===== config.mk =====
export PLATFORM = sky130hd
export DESIGN_NAME = trisc_ctrl
export DESIGN_NICKNAME = d
export VERILOG_FILES = /design/src/rtl/trisc_pkg.sv /design/src/rtl/trisc_regfile.sv /design/src/rtl/trisc_ctrl.sv
export SDC_FILE = /design/constraint.sdc
export NUM_CORES = 1
export LEC_CHECK = 0
export ABC_AREA = 0
export CAP_MARGIN = 10
export CORE_MARGIN = 1
export CORE_UTILIZATION = 40
export CTS_CLUSTER_DIAMETER = 50
export DETAILED_ROUTE_END_ITERATION = 10
export GPL_TIMING_DRIVEN = 0
export PLACE_DENSITY = 0.66
export SKIP_LAST_GASP = 1
export SLEW_MARGIN = 20
export SYNTH_ARGS = -nofsm -noshare
export SYNTH_HDL_FRONTEND = slang
export SYNTH_HIERARCHICAL = 1
export SYNTH_SLANG_ARGS = --single-unit

===== constraint.sdc =====
create_clock -name clk -period 2 [get_ports clk]
set_clock_uncertainty 0.1 [all_clocks]
set_input_delay 0.3 -clock clk [delete_from_list [all_inputs] [get_ports clk]]
set_output_delay 0.3 -clock clk [all_outputs]
set_load 0.01 [all_outputs]

===== src/rtl/trisc_pkg.sv =====
// Shared definitions for the TRISC sequencer: opcodes, ALU selects,
// sequencer states and instruction field positions.
package trisc_pkg;

  // Opcodes held in instruction bits [9:7]
  localparam logic [2:0] OP_ADD  = 3'b000;
  localparam logic [2:0] OP_SUB  = 3'b001;
  localparam logic [2:0] OP_AND  = 3'b010;
  localparam logic [2:0] OP_XOR  = 3'b011;
  localparam logic [2:0] OP_LDI  = 3'b100;
  localparam logic [2:0] OP_JMP  = 3'b101;
  localparam logic [2:0] OP_NOP  = 3'b110;
  localparam logic [2:0] OP_HALT = 3'b111;

  // ALU select codes; the ALU opcodes carry them directly in op[1:0]
  localparam logic [1:0] ALU_ADD = 2'b00;
  localparam logic [1:0] ALU_SUB = 2'b01;
  localparam logic [1:0] ALU_AND = 2'b10;
  localparam logic [1:0] ALU_XOR = 2'b11;

  // Instruction field positions
  localparam int INSTR_W = 10;
  localparam int OP_HI   = 9;
  localparam int OP_LO   = 7;
  localparam int RD_HI   = 6;
  localparam int RD_LO   = 5;
  localparam int RS_HI   = 4;
  localparam int RS_LO   = 3;
  localparam int RT_HI   = 2;
  localparam int RT_LO   = 1;
  localparam int IMM_HI  = 3;
  localparam int IMM_LO  = 0;
  localparam int TGT_HI  = 5;
  localparam int TGT_LO  = 0;

  typedef enum logic [2:0] {
    ST_IDLE   = 3'd0,
    ST_FETCH  = 3'd1,
    ST_DECODE = 3'd2,
    ST_EXEC   = 3'd3,
    ST_WB     = 3'd4,
    ST_HALT   = 3'd5
  } state_t;

  // ALU-class instructions are exactly those with op[2] clear
  function automatic logic is_alu_op(input logic [2:0] op);
    return (op[2] == 1'b0);
  endfunction

endpackage


===== src/rtl/trisc_regfile.sv =====
// 4-entry register file: one synchronous write port, two combinational
// operand read ports and a combinational debug read port.
module trisc_regfile #(
  parameter int DATA_W = 4
) (
  input  logic              clk,
  input  logic              rst_n,
  input  logic              we,
  input  logic [1:0]        waddr,
  input  logic [DATA_W-1:0] wdata,
  input  logic [1:0]        raddr_a,
  input  logic [1:0]        raddr_b,
  input  logic [1:0]        dbg_sel,
  output logic [DATA_W-1:0] rdata_a,
  output logic [DATA_W-1:0] rdata_b,
  output logic [DATA_W-1:0] dbg_data
);

  logic [DATA_W-1:0] regs_r [4];

  // Register storage: cleared on reset, single write port otherwise
  always_ff @(posedge clk or negedge rst_n) begin
    if (!rst_n) begin
      for (int i = 0; i < 4; i++) begin
        regs_r[i] <= {DATA_W{1'b0}};
      end
    end else if (we) begin
      regs_r[waddr] <= wdata;
    end
  end

  assign rdata_a  = regs_r[raddr_a];
  assign rdata_b  = regs_r[raddr_b];
  assign dbg_data = regs_r[dbg_sel];

endmodule


===== src/rtl/trisc_ctrl.sv =====
// TRISC multi-cycle sequencer: fetches, decodes, drives the external ALU
// and writes results back into the register file.
module trisc_ctrl
  import trisc_pkg::*;
#(
  parameter int PC_W   = 6,
  parameter int DATA_W = 4
) (
  input  logic              clk,
  input  logic              rst_n,
  input  logic              start,
  output logic              imem_req,
  output logic [PC_W-1:0]   imem_addr,
  input  logic              imem_valid,
  input  logic [9:0]        imem_data,
  output logic [DATA_W-1:0] alu_a,
  output logic [DATA_W-1:0] alu_b,
  output logic [1:0]        alu_s,
  input  logic [DATA_W-1:0] alu_r,
  input  logic [1:0]        dbg_sel,
  output logic [DATA_W-1:0] dbg_data,
  output logic              busy,
  output logic              halted,
  output logic [PC_W-1:0]   pc
);

  localparam logic [PC_W-1:0] PC_ONE = {{(PC_W-1){1'b0}}, 1'b1};

  state_t              state_r, state_nx_s;
  logic [PC_W-1:0]     pc_r;
  logic [INSTR_W-1:0]  instr_r;
  logic [DATA_W-1:0]   alu_a_r, alu_b_r, result_r;
  logic [1:0]          alu_s_r;
  logic [DATA_W-1:0]   rdata_a_s, rdata_b_s, wdata_s;
  logic                we_s;
  logic [2:0]          op_s;
  logic [1:0]          rd_s, rs_s, rt_s;
  logic [3:0]          imm_s;
  logic [5:0]          tgt_s;

  assign op_s  = instr_r[OP_HI:OP_LO];
  assign rd_s  = instr_r[RD_HI:RD_LO];
  assign rs_s  = instr_r[RS_HI:RS_LO];
  assign rt_s  = instr_r[RT_HI:RT_LO];
  assign imm_s = instr_r[IMM_HI:IMM_LO];
  assign tgt_s = instr_r[TGT_HI:TGT_LO];

  // State register
  always_ff @(posedge clk or negedge rst_n) begin
    if (!rst_n) begin
      state_r <= ST_IDLE;
    end else begin
      state_r <= state_nx_s;
    end
  end

  // Next-state selection; start is only honoured from IDLE and HALT
  always_comb begin
    state_nx_s = state_r;
    case (state_r)
      ST_IDLE:   state_nx_s = start ? ST_FETCH : ST_IDLE;
      ST_FETCH:  state_nx_s = imem_valid ? ST_DECODE : ST_FETCH;
      ST_DECODE: begin
        if (is_alu_op(op_s)) begin
          state_nx_s = ST_EXEC;
        end else if (op_s == OP_HALT) begin
          state_nx_s = ST_HALT;
        end else begin
          state_nx_s = ST_FETCH;
        end
      end
      ST_EXEC:   state_nx_s = ST_WB;
      ST_WB:     state_nx_s = ST_FETCH;
      ST_HALT:   state_nx_s = start ? ST_FETCH : ST_HALT;
      default:   state_nx_s = ST_IDLE;
    endcase
  end

  // Status and fetch-request outputs decoded from the state register
  always_comb begin
    imem_req = 1'b0;
    busy     = 1'b0;
    halted   = 1'b0;
    case (state_r)
      ST_FETCH: begin
        imem_req = 1'b1;
        busy     = 1'b1;
      end
      ST_DECODE, ST_EXEC, ST_WB: busy = 1'b1;
      ST_HALT:  halted = 1'b1;
      default:  halted = 1'b0;
    endcase
  end

  // Datapath: pc, instruction latch, ALU operand registers, result capture
  always_ff @(posedge clk or negedge rst_n) begin
    if (!rst_n) begin
      pc_r     <= {PC_W{1'b0}};
      instr_r  <= {INSTR_W{1'b0}};
      alu_a_r  <= {DATA_W{1'b0}};
      alu_b_r  <= {DATA_W{1'b0}};
      alu_s_r  <= ALU_ADD;
      result_r <= {DATA_W{1'b0}};
    end else begin
      case (state_r)
        ST_IDLE, ST_HALT: begin
          if (start) begin
            pc_r <= {PC_W{1'b0}};
          end
        end
        ST_FETCH: begin
          if (imem_valid) begin
            instr_r <= imem_data;
          end
        end
        ST_DECODE: begin
          case (op_s)
            OP_ADD, OP_SUB, OP_AND, OP_XOR: begin
              alu_a_r <= rdata_a_s;
              alu_b_r <= rdata_b_s;
              alu_s_r <= op_s[1:0];
            end
            OP_LDI, OP_NOP: pc_r <= pc_r + PC_ONE;
            OP_JMP:         pc_r <= PC_W'(tgt_s);
            default:        pc_r <= pc_r;
          endcase
        end
        ST_EXEC: result_r <= alu_r;
        ST_WB:   pc_r <= pc_r + PC_ONE;
        default: pc_r <= pc_r;
      endcase
    end
  end

  // Register-file write: ALU result in WB, immediate in DECODE of LDI
  always_comb begin
    we_s    = 1'b0;
    wdata_s = result_r;
    if (state_r == ST_WB) begin
      we_s    = 1'b1;
      wdata_s = result_r;
    end else if ((state_r == ST_DECODE) && (op_s == OP_LDI)) begin
      we_s    = 1'b1;
      wdata_s = DATA_W'(imm_s);
    end else begin
      we_s    = 1'b0;
      wdata_s = result_r;
    end
  end

  trisc_regfile #(.DATA_W(DATA_W)) u_regfile (
    .clk      (clk),
    .rst_n    (rst_n),
    .we       (we_s),
    .waddr    (rd_s),
    .wdata    (wdata_s),
    .raddr_a  (rs_s),
    .raddr_b  (rt_s),
    .dbg_sel  (dbg_sel),
    .rdata_a  (rdata_a_s),
    .rdata_b  (rdata_b_s),
    .dbg_data (dbg_data)
  );

  assign imem_addr = pc_r;
  assign pc        = pc_r;
  assign alu_a     = alu_a_r;
  assign alu_b     = alu_b_r;
  assign alu_s     = alu_s_r;

endmodule


==> impl_metrics.env <==
export IMPL_outcome="finished, final reports clean"
export IMPL_seq_power_share=0.402
export IMPL_yosysTopAreaCellShare=0.471
export IMPL_synth_distinct_cells=42
export IMPL_grt_pass1_vias=1618
export IMPL_dieArea_mm2=0.00684
export IMPL_grt_usage=0.168
export IMPL_period_needed_ns=1.95
export IMPL_clockRootBuffer="clkbuf_8"
export IMPL_worstMarginPinSlew_ns=0.462
export IMPL_crit_type="reg2reg"
export IMPL_total_power_w=0.00460
export IMPL_yosys_area_top_type="dfrtp_1"
export IMPL_critical_path_startpoint_type="flop"
export IMPL_worst_setup_path_end_kind="flop"
export IMPL_synth_nets=210
export IMPL_power_switching_w=0.00153
export IMPL_vdd_drop_max_uv=616
export IMPL_die_h_um=82.7
export IMPL_postSynthAreaPerCell_um2=13.8
export IMPL_dr_pass1_iters=4
export IMPL_ys_top_cells_by_area="dfrtp_1 (47%), mux2_2 (19%), mux4_2 (7.8%)"
export IMPL_grt_pass1_wl_um=8320
export IMPL_start_util=0.412
export IMPL_wire_per_inst_um=16.0
export IMPL_die_w_um=82.7
export IMPL_synth_seq_cells=49
export IMPL_postSynth_asyncResetShare=1.00
export IMPL_htree_levels=2
export IMPL_num_vias=1740
export IMPL_antenna_cells=0
export IMPL_dominantRegCellSynth="dfrtp_1"
export IMPL_initialDrtViolationCount=75
export IMPL_synth_edff_count=0
export IMPL_grt_overflow_total=0
export IMPL_layout_nets=270
export IMPL_synth_most_common_cell="dfrtp_1"
export IMPL_numCtsBuffers=5
export IMPL_clk_pin_slew_worst_paths_ns=0.09
export IMPL_grt_setup_unrepaired="yes"
export IMPL_ys_seq_area_frac=0.471
export IMPL_port_buffers=48
export IMPL_hold_viol=0
export IMPL_intPower_w=0.00307
export IMPL_post_dp_hpwl_um=3790
export IMPL_yosysWarnings=6
export IMPL_p_per_area_mw_per_mm2=1380
export IMPL_rows=29
export IMPL_crit_fanout=10
export IMPL_fmax_ghz=0.513
export IMPL_fin_ws_ns=0.0513
export IMPL_grt_max_degree=33
export IMPL_clockBufferDepth=2
export IMPL_antenna_found_initial=0
export IMPL_cts_sink_count=49
export IMPL_crit_required_ns=2.09
export IMPL_critPathArrivalTime_ns=2.04
export IMPL_tritoncts="done"
export IMPL_place_inst=315
export IMPL_ant_nets=0
export IMPL_slew_violations=0
export IMPL_via_per_inst=5.32
export IMPL_drive_gt1_frac=0.352
export IMPL_drc=0
export IMPL_p_comb_frac=0.440
export IMPL_ios=49
export IMPL_fin_cells=327
export IMPL_routabilityCongestion=0.772
export IMPL_synth_cells=189
export IMPL_place_ws_ns=-0.425
export IMPL_syn_area_mm2=0.00260
export IMPL_syn2layout_area_growth_pct=28.5
export IMPL_p_sw_frac=0.333
export IMPL_setup_viol=0
export IMPL_yosys_top_cells_count="dfrtp_1 (49), mux2_2 (44), buf_4 (9), mux4_2 (9), nand3_1 (9)"
export IMPL_fin_crit_sh=0.974
export IMPL_hp_class="in2async"
export IMPL_clkPwrFrac=0.158
export IMPL_drv_cap=0
export IMPL_relSlewSlack=0.692
export IMPL_p_leak_nw=1.45
export IMPL_core_area_mm2=0.00631
export IMPL_drt_total_wl_um=5240
export IMPL_insertion_delay_ns=0.30
[final cells by class]
type / count / area [um2]
multi-input combinational: 124 / 1270
timing repair buffer: 53 / 523
inverter: 3 / 11.3
fill: 572 / 2970
clock inverter: 1 / 30.0
sequential: 49 / 1230
buffer: 13 / 98.8
clock buffer: 7 / 86.3
tap: 77 / 96.3
[metrics by stage]
stage	utilization	instance area [um2]	setup TNS, ns	hold WS [ns]
after floorplan	-	2600	0	-0.0956
after global placement	0.504	3180	-47.28	0.384
after detailed placement	0.506	3200	-2.69	0.172
after CTS	0.527	3330	0	0.374
after global routing	0.530	3350	0	0.404
final	0.530	3350	0	0.370
[worst max-delay path: stages, from the launching register on]
cell and delay [ns]:
dfrtp_1 0.38, buf_6 0.14, or3b_4 0.41, nand2_2 0.11, nor3b_4 0.31, mux2_2 0.38
[final timing paths]
path / startpoint / to / slack [ns] / cells after the start
max: state_r[1] / u_regfile/regs_r[12] / 0.05 / 5
min: rst_n / alu_b[2] / 0.37 / 2
max in group asynchronous: rst_n / instr_r[9] / 0.90 / 3
max reg2reg: state_r[1] / u_regfile/regs_r[12] / 0.05 / 5
min reg2reg: result_r[2] / result_r[2] / 0.41 / 1
min in group clk: result_r[2] / result_r[2] / 0.41 / 1
[state kept, by name, summed over array words and instances, names as in the netlist]
name              cells
result_r              4
alu_s                 2
state_r               3
alu_a                 4
imem_addr             6
u_regfile/regs_r     16
alu_b                 4
instr_r              10
[cells in the final DEF (no fill, tap or decap), drive strengths merged, types with 3 or more instances in the layout]
cell / count
and3: 3
nand3: 9
clkbuf: 8
dfrtp: 49
dlygate4sd2: 7
o21ai: 6
buf: 17
mux2: 45
clkdlybuf4s50: 38
inv: 3
o2bb2ai: 3
nor3b: 4
nand2: 5
mux4: 12
nand3b: 4
and2: 3
[repair_timing]
action / 4_1_cts / 5_1_grt
pin swaps: 1 / 1
hold endpoints to repair: 17 / 0
hold buffers: 1 / 0
endpoints found under the setup margin: 22 / 5
resized for setup: 12 / 2
gates cloned: 0 / 0
setup buffers: 1 / 2
[cells by family after synthesis]
| kind of cell | share of synthesized area |
|---|---|
| mux | 0.303 |
| simple gates | 0.0927 |
| flops | 0.471 |
| compound gates | 0.0831 |
| fa+ha+maj | 0.00480 |
| buf+inv | 0.0423 |
| xor+xnor | 0.00336 |
[layer usage]
metal | vias to the layer above | wire [um] | global-route usage
met5 | - | 0 | 0
met4 | 0 | 96 | 0.0586
met3 | 10 | 161 | 0.0385
met2 | 36 | 2450 | 0.248
met1 | 855 | 2530 | 0.241
li1 | 839 | - | -
[power groups by stage]
stage	combinational [W]	sequential, W	clock (W)
after floorplan	0.00141	0.00177	0
after global placement	0.00204	0.00186	0
after detailed placement	0.00207	0.00187	0
after CTS	0.00204	0.00185	0.000751
after global routing	0.00222	0.00192	0.000789
final	0.00203	0.00185	0.000725
Power figures use the tool's default switching activity.
